===== src/rtl/com_bus_arbiter_if.sv =====
// Shared request/grant bundle between the common-bus arbiter and its eight cache requesters
// plus the lower-level memory snoop port.
interface com_bus_arbiter_if;
    logic [7:0] Com_Bus_Req_proc;
    logic [7:0] Com_Bus_Req_snoop;
    logic       Mem_snoop_req;
    logic [7:0] Com_Bus_Gnt_proc;
    logic [7:0] Com_Bus_Gnt_snoop;
    logic       Mem_snoop_gnt;
    logic [2:0] Bus_owner;
    logic       Bus_busy;
    logic       Arb_err;

    // Arbiter side
    modport master (
        input  Com_Bus_Req_proc, Com_Bus_Req_snoop, Mem_snoop_req,
        output Com_Bus_Gnt_proc, Com_Bus_Gnt_snoop, Mem_snoop_gnt, Bus_owner, Bus_busy, Arb_err
    );

    // Requester / memory side
    modport slave (
        output Com_Bus_Req_proc, Com_Bus_Req_snoop, Mem_snoop_req,
        input  Com_Bus_Gnt_proc, Com_Bus_Gnt_snoop, Mem_snoop_gnt, Bus_owner, Bus_busy, Arb_err
    );
endinterface


===== src/rtl/com_bus_arbiter.sv =====
// Common-bus arbiter: round-robin proc ownership, fixed-priority snoop write-back and memory
// snoop slots nested inside an ownership; all outputs registered.
module com_bus_arbiter (
    input  logic               clk,
    input  logic               rst_n,
    com_bus_arbiter_if.master  bus
);

    typedef enum logic [1:0] {StIdle, StProcGnt, StSnoopGnt, StMemGnt} state_e;

    state_e     state_q, state_d;
    logic [7:0] gnt_proc_q, gnt_proc_d;
    logic [7:0] gnt_snoop_q, gnt_snoop_d;
    logic       mem_gnt_q, mem_gnt_d;
    logic [2:0] owner_q, owner_d;
    logic [2:0] rr_ptr_q, rr_ptr_d;
    logic       busy_q, busy_d;
    logic       err_q, err_d;

    logic       rr_found;
    logic [2:0] rr_pick;
    logic [2:0] rr_idx;
    logic [7:0] snoop_elig;
    logic [2:0] snoop_pick;
    logic       owner_req;
    logic       owner_snoop;

    // Round-robin search starting at rr_ptr, wrapping modulo 8
    always_comb begin
        rr_found = 1'b0;
        rr_pick  = 3'd0;
        rr_idx   = 3'd0;
        for (int i = 0; i < 8; i++) begin
            rr_idx = rr_ptr_q + 3'(i);
            if (!rr_found && bus.Com_Bus_Req_proc[rr_idx]) begin
                rr_found = 1'b1;
                rr_pick  = rr_idx;
            end
        end
    end

    // Lowest-index snoop request other than the current owner
    always_comb begin
        snoop_elig = bus.Com_Bus_Req_snoop & ~(8'd1 << owner_q);
        snoop_pick = 3'd0;
        for (int i = 7; i >= 0; i--) begin
            if (snoop_elig[i]) snoop_pick = 3'(i);
        end
    end

    assign owner_req   = bus.Com_Bus_Req_proc[owner_q];
    assign owner_snoop = bus.Com_Bus_Req_snoop[owner_q];

    always_comb begin
        state_d     = state_q;
        gnt_proc_d  = gnt_proc_q;
        gnt_snoop_d = gnt_snoop_q;
        mem_gnt_d   = mem_gnt_q;
        owner_d     = owner_q;
        rr_ptr_d    = rr_ptr_q;
        err_d       = 1'b0;

        unique case (state_q)
            StIdle: begin
                if (|bus.Com_Bus_Req_snoop) begin
                    err_d = 1'b1;
                end else if (rr_found) begin
                    state_d    = StProcGnt;
                    owner_d    = rr_pick;
                    gnt_proc_d = 8'd1 << rr_pick;
                end
            end
            StProcGnt: begin
                if (owner_snoop) begin
                    err_d = 1'b1;
                end else if (!owner_req) begin
                    // Release always passes through IDLE so the next grant sees a turnaround cycle
                    state_d    = StIdle;
                    gnt_proc_d = '0;
                    owner_d    = 3'd0;
                    rr_ptr_d   = owner_q + 3'd1;
                end else if (|snoop_elig) begin
                    state_d     = StSnoopGnt;
                    gnt_snoop_d = 8'd1 << snoop_pick;
                end else if (bus.Mem_snoop_req) begin
                    state_d   = StMemGnt;
                    mem_gnt_d = 1'b1;
                end
            end
            StSnoopGnt: begin
                if (owner_snoop) begin
                    err_d = 1'b1;
                end else if (!(|(bus.Com_Bus_Req_snoop & gnt_snoop_q))) begin
                    state_d     = StProcGnt;
                    gnt_snoop_d = '0;
                end
            end
            StMemGnt: begin
                if (owner_snoop) begin
                    err_d = 1'b1;
                end else if (!bus.Mem_snoop_req) begin
                    state_d   = StProcGnt;
                    mem_gnt_d = 1'b0;
                end
            end
            default: begin
                state_d     = StIdle;
                gnt_proc_d  = '0;
                gnt_snoop_d = '0;
                mem_gnt_d   = 1'b0;
                owner_d     = 3'd0;
            end
        endcase

        busy_d = (state_d != StIdle);
    end

    always_ff @(posedge clk or negedge rst_n) begin
        if (!rst_n) begin
            state_q     <= StIdle;
            gnt_proc_q  <= '0;
            gnt_snoop_q <= '0;
            mem_gnt_q   <= 1'b0;
            owner_q     <= 3'd0;
            rr_ptr_q    <= 3'd0;
            busy_q      <= 1'b0;
            err_q       <= 1'b0;
        end else begin
            state_q     <= state_d;
            gnt_proc_q  <= gnt_proc_d;
            gnt_snoop_q <= gnt_snoop_d;
            mem_gnt_q   <= mem_gnt_d;
            owner_q     <= owner_d;
            rr_ptr_q    <= rr_ptr_d;
            busy_q      <= busy_d;
            err_q       <= err_d;
        end
    end

    assign bus.Com_Bus_Gnt_proc  = gnt_proc_q;
    assign bus.Com_Bus_Gnt_snoop = gnt_snoop_q;
    assign bus.Mem_snoop_gnt     = mem_gnt_q;
    assign bus.Bus_owner         = owner_q;
    assign bus.Bus_busy          = busy_q;
    assign bus.Arb_err           = err_q;

endmodule


===== src/flat_wrapper.sv =====
// flat-port wrapper written by rule: the top's interface ports become plain ports
module com_bus_arbiter_flat 
  (clk, rst_n, bus_Com_Bus_Req_proc, bus_Com_Bus_Req_snoop, bus_Mem_snoop_req, bus_Com_Bus_Gnt_proc, bus_Com_Bus_Gnt_snoop, bus_Mem_snoop_gnt, bus_Bus_owner, bus_Bus_busy, bus_Arb_err);
  com_bus_arbiter_if bus_i ();
  input  logic clk;
  input  logic rst_n;
  input wire logic [$bits(bus_i.Com_Bus_Req_proc)-1:0] bus_Com_Bus_Req_proc;
  input wire logic [$bits(bus_i.Com_Bus_Req_snoop)-1:0] bus_Com_Bus_Req_snoop;
  input wire logic [$bits(bus_i.Mem_snoop_req)-1:0] bus_Mem_snoop_req;
  output wire logic [$bits(bus_i.Com_Bus_Gnt_proc)-1:0] bus_Com_Bus_Gnt_proc;
  output wire logic [$bits(bus_i.Com_Bus_Gnt_snoop)-1:0] bus_Com_Bus_Gnt_snoop;
  output wire logic [$bits(bus_i.Mem_snoop_gnt)-1:0] bus_Mem_snoop_gnt;
  output wire logic [$bits(bus_i.Bus_owner)-1:0] bus_Bus_owner;
  output wire logic [$bits(bus_i.Bus_busy)-1:0] bus_Bus_busy;
  output wire logic [$bits(bus_i.Arb_err)-1:0] bus_Arb_err;
  assign bus_i.Com_Bus_Req_proc = bus_Com_Bus_Req_proc;
  assign bus_i.Com_Bus_Req_snoop = bus_Com_Bus_Req_snoop;
  assign bus_i.Mem_snoop_req = bus_Mem_snoop_req;
  assign bus_Com_Bus_Gnt_proc = bus_i.Com_Bus_Gnt_proc;
  assign bus_Com_Bus_Gnt_snoop = bus_i.Com_Bus_Gnt_snoop;
  assign bus_Mem_snoop_gnt = bus_i.Mem_snoop_gnt;
  assign bus_Bus_owner = bus_i.Bus_owner;
  assign bus_Bus_busy = bus_i.Bus_busy;
  assign bus_Arb_err = bus_i.Arb_err;
  com_bus_arbiter u_core (.clk(clk), .rst_n(rst_n), .bus(bus_i));
endmodule

===== config.mk =====
export PLATFORM = sky130hd
export DESIGN_NAME = com_bus_arbiter_flat
export DESIGN_NICKNAME = d
export VERILOG_FILES = /design/src/rtl/com_bus_arbiter_if.sv /design/src/rtl/com_bus_arbiter.sv /design/src/flat_wrapper.sv
export SDC_FILE = /design/constraint.sdc
export NUM_CORES = 1
export LEC_CHECK = 0
export BUFFER_PORTS_ARGS = -buffer_cell sky130_fd_sc_hd__buf_4
export CELL_PAD_IN_SITES_DETAIL_PLACEMENT = 1
export CELL_PAD_IN_SITES_GLOBAL_PLACEMENT = 1
export CORE_MARGIN = 2
export CORE_UTILIZATION = 48
export DETAILED_ROUTE_END_ITERATION = 16
export PLACE_DENSITY = 0.86
export RECOVER_POWER = 50
export SLEW_MARGIN = 20
export SYNTH_ARGS = -nofsm -noshare
export SYNTH_HDL_FRONTEND = slang
export SYNTH_SLANG_ARGS = --single-unit

===== constraint.sdc =====
create_clock -name clk -period 5.93 [get_ports clk]
set_input_delay 0.593 -clock clk [delete_from_list [all_inputs] [get_ports clk]]
set_output_delay 0.593 -clock clk [all_outputs]
set_load 0.05 [all_outputs]

Word-level counts from Yosys, hierarchy flattened. Cells that the tools add are included.

Flip-flop bits (word level): 27. Latch bits: 0. Memory bits (writable): 0. Memory bits (read-only): 0. Input port bits: 19. Output and inout bits: 22. Word-level logic and storage cells: 156. Memories: 0.

Add/sub/neg operators: 8. $mul: 0. Divide/modulo/power cells: 0. Order comparisons: 9. Equal/unequal tests: 15. Shift-type cells: 3. Multiplexer cells: 81. Bitwise operators: 5. Reductions and logical operators: 27.

Operators with widths (count): $mux W8 (9); $mux W3 (20); $lt A3 B4 Y1 const B (9); $pmux W8 S2 (2); $bmux W1 S3 (10); $mux W1 (26); $reduce_or A8 Y1 (3); $shl A1 B3 Y8 const A (3); $mux W2 (10); $ne A2 B2 Y1 const B (9); $and A8 B8 Y8 (2); $add A3 B3 Y3 const B (4); $not A8 Y8 (1); $pmux W2 S4 (1); $reduce_bool A2 Y1 (4); $logic_and A1 B1 Y1 (7); $logic_not A1 Y1 (7); $reduce_and A7 Y1 (1); $add A3 B1 Y3 const B (2); $add A3 B2 Y3 const B (2); $ne A2 B1 Y1 const B (3); $pmux W3 S2 (1); $reduce_and A6 Y1 (1); $reduce_and A5 Y1 (1); other kinds (7) (10).

Logic depth before layout (Yosys ltp).
Depth after elaboration: 28. Mapped depth: 14. Gate-level depth less buffers: 9.

Worst setup path after synthesis. Ideal clock, no wire load.

Kind: register -> register. From: register u_core.rr_ptr_q[0]. To: register u_core.gnt_proc_q[4], in the netlist u_core.bus.Com_Bus_Gnt_proc[4]. Setup time: 0.095 ns. Data arrival time: 3.092 ns. Required time: 5.835 ns. Slack: 2.742 ns. Cell stages (with the launch flop): 14. Buffers on the path: 4. Period minus slack after synthesis: 3.188 ns. Cell sequence: dfrtp_1 -> buf_6 -> buf_6 -> inv_1 -> ha_1 -> buf_6 -> mux2i_1 -> mux4_2 -> a22o_1 -> buf_6 -> a31oi_4 -> nor3b_4 -> or3b_4 -> o31ai_1.

Longest elaborated chain between the ends: 28. Elaborated cells on any way between the ends: 59. Classes of those cells: 7 x add/sub; 1 x eq/ne; 1 x shift; 35 x mux; 15 x reduce/logical.

Ends and longest elaborated chain: start: declaration (line com_bus_arbiter.sv:16) `logic [2:0] rr_ptr_q, rr_ptr_d;`; start signal: assignment (line com_bus_arbiter.sv:134) `rr_ptr_q <= rr_ptr_d;`; branches (longest 28 deep; another with $add A3 B1 Y3); end signal: assignment (line com_bus_arbiter.sv:130) `gnt_proc_q <= gnt_proc_d;`; end: declaration (line com_bus_arbiter.sv:12) `logic [7:0] gnt_proc_q, gnt_proc_d;`.

Parallel ways; which one is timed is not known. The select of a mux whose other input is x is not followed. A chain may end at the register's enable or synchronous reset.

Worst setup path in the final report.
From: register u_core.rr_ptr_q[0]. To: register u_core.gnt_proc_q[2], in the netlist u_core.bus.Com_Bus_Gnt_proc[2].

The elaborated chain is that of the path after synthesis.

==> impl_results.md <==
- DRC: 0
- Syn_area_per_cell: 10.17 sq um
- Tot GR Track Use: 0.2495
- Commonest non-fill, non-tap cell in the layout: buf_4
- Clk pwr share: 0.106
- Post-Syn Area: approximately 0.0025 sq mm
- CP Depth: 9
- Final Slew Violations: 0
- Cts repair resizes: 0
- Pint: about 0.5 mW
- F_max: approximately 250 MHz
- Tightest Hold Check Type: register to register
- PortBufs: 40
- CTS tree: built
- Final Hold Viols: 0
- First-pass GRT wire length: around 12 mm
- CP Launch Type: register
- Skew-Pair Late Insertion Delay: about 0.27 ns
- Crit-path slowest cell: dfrtp_1
- Min cycle time layout: between 4 and 5 ns
- Final ANT Viol Nets: 0
- RSZ-0062 raised after global routing: false
- CP delay by family, top: compound AO/OA/AOI/OAI gates
- DR pass1 iterations: 4
- Crit-path cells: inv_1, ha_1, mux2i_1, mux4_2, a22o_1, a221o_2, a32oi_1, o211ai_1, o21ai_0
- Skew final: between 0.003 and 0.004 ns
- Vias/cell: roughly 6.4
- Pleak: around 1.2 nW
- Via count: 2,214
- CTS H-Tree Depth: 1
- FF+latch count, synth: 27
- Post-DP HPWL: 5.470 mm
- Post-Synthesis Cells: about 250
- Hold Buf Count CTS: 0
- Vias in the first global route: 2,315
- Async set or reset register ratio after synthesis: 1.000
- Status: completed
- Synthesis Warnings: 0
- Switching share of total power: 0.4813
- Sinks on Clock Net: 27
- Tcrit/Tclk final: 0.6830
- Total die area: around 0.0058 sq mm
- CP Capture Type: register
- CTS buffer count: 3
- Ys flop type: dfrtp_1
- Seq. cell area: 675.6 sq um
- Largest net degree at the start of global routing: 28
- Sequential element share of the synthesized area: 0.2712
- Least-Margin Pin Slew: between 1 and 1.5 ns
- Relative slew slack: 0.01412
- Pre-CTS setup slack: 1.887 ns
- Layout cells sized above 1: 0.2014
- MaxCap Viol Count: 0
- Pwr per Cell Area: approximately 360 mW/mm^2
- Design Area, Final: approximately 0.0028 sq mm
- Global route overflow: 0
- Utilization after layout: 0.5504
- Cells after DPL: ~340
- Worst Path Arrival: about 4.2 ns
- Antenna violations before repair: 0
- Final WS setup: 1.880 ns
- VDD IR-drop max: between 0.0002 and 0.00025 V
- Clock buffer depth: 2
- WHS Path Cells: 2
- Number of synthesized flops with an enable pin: 0
- Num rows: 26
- Clock Pin Slew Worst Setup and Hold Paths: ~0.090 ns
- Crit Path Max Fanout: 18
- Unique masters post-synth: 59
- Die X: 76.04 um
- Height of the die: 76.04 um
- GP Congestion: ~0.85
- Area grow syn2layout: 11.40%
- # diodes: 0
- Initial Utilization: 0.4940
- Root Buffer Master: clkbuf_8
- Most frequent cells in the layout: buf_4, dfrtp_1, nand2_1, o21ai_0, mux2i_1
- DR WL/cell: 19.78 um
- Worst path bufs/invs: 1
- Critical path required time: 6.11 ns
- Filler cell count: 604
- Psw: around 0.48 mW
- Setup TNS: 0 ns
- Nets@finish: 306
- 1st-iter DRT viols: between 100 and 150
- Max stage delay on crit path: roughly 0.86 ns
- Post-Route WL: 6.885 mm
- Placed Area: 0.002775 sq mm
- Syn nets: between 200 and 300
- WS Path Type: register to register
- Endpoints failing setup: 0
- Worst reg2reg path depth: 9
- Reg power frac: 0.279
- Setup Fix Bufs, Post-CTS: 0
- Top-Level Pins: a little over 40
- Fin cells: approximately 350
- Gate power share: 0.615
- Core area: 0.005042 sq mm
- Area of the multi-input gates: 0.001667 sq mm
## cell usage after synthesis, types with 6 or more instances
library cell   n  area share
a22o_1         6       0.021
dfrtp_1       27        0.27
ha_1           8       0.040
inv_1         12       0.018
mux2_2         6       0.027
mux2i_1       14       0.056
mux4_1        10        0.11
mux4_2         6       0.054
nand2_1       26       0.039
nor2_1        10       0.015
o21ai_0       20       0.040
## power groups by stage
stage | Combinational (mW) | Sequential, mW | Clock, mW
global route | 0.660 | 0.284 | 0.117
finish | 0.608 | 0.276 | 0.105
CTS | 0.615 | 0.276 | 0.108
global placement | 0.595 | 0.277 | 0
detailed placement | 0.613 | 0.280 | 0
floorplan | 0.472 | 0.303 | 0
## layer usage
metal  up-vias  global-route usage  wire length, um
met5         -                   0                0
met1      1125              0.3166             3048
met4         0             0.05273               72
met2        51              0.4518             3528
met3         8             0.03910              236
li1       1030                   -                -
## cells by family after synthesis
group / after synthesis / share of synthesized area
AOI/OAI and AO/OA: 76 / 0.2240
and+or+nand+nor: 72 / 0.1512
muxes: 36 / 0.2431
DFF: 27 / 0.2712
buffers and inverters: 23 / 0.05977
adders and majority gates: 8 / 0.04018
xor gates and xnor gates: 3 / 0.01055
## registers in the layout, indices dropped and copies added, names as in the netlist
name                          count
u_core.bus.Com_Bus_Gnt_proc       8
u_core.bus.Com_Bus_Gnt_snoop      8
u_core.bus.Bus_owner              3
u_core.rr_ptr_q                   3
u_core.state_q                    2
u_core.bus.Arb_err                1
u_core.bus.Bus_busy               1
u_core.bus.Mem_snoop_gnt          1
## final timing paths
kind,endpoint,from,slack [ns]
max,u_core.bus.Com_Bus_Gnt_proc[2],u_core.rr_ptr_q[0],1.88
min,u_core.bus.Com_Bus_Gnt_proc[1],u_core.bus.Com_Bus_Gnt_proc[1],0.49
max reg2reg,u_core.bus.Com_Bus_Gnt_proc[2],u_core.rr_ptr_q[0],1.88
min reg2reg,u_core.bus.Com_Bus_Gnt_proc[1],u_core.bus.Com_Bus_Gnt_proc[1],0.49
max in group asynchronous,u_core.rr_ptr_q[1],rst_n,4.41
min in group asynchronous,u_core.bus.Mem_snoop_gnt,rst_n,0.66
## final cells by class
| cell class | instances | share of cell area |
|---|---|---|
| well taps | 70 | 0.03156 |
| clock buffers | 4 | 0.01623 |
| flip-flops and latches | 27 | 0.2435 |
| repair buffers | 40 | 0.09197 |
| inverters | 12 | 0.01623 |
| multi-input cells | 195 | 0.6005 |
## through the flow
step	hold slack [ns]	power [mW]
after floorplan	0.2974	0.7747
after global placement	0.4698	0.8719
after detailed placement	0.4763	0.8928
after CTS	0.2271	0.9987
after global routing	0.5289	1.061
final	0.4883	0.9898
## worst register-to-register path, cell delays in order, from the launching register on
cell	delay [ns]
dfrtp_1	0.86
inv_1	0.18
ha_1	0.63
mux2i_1	0.17
mux4_2	0.47
a22o_1	0.40
a221o_2	0.41
a32oi_1	0.39
o211ai_1	0.22
o21ai_0	0.23
Power figures use the tool's default switching activity.
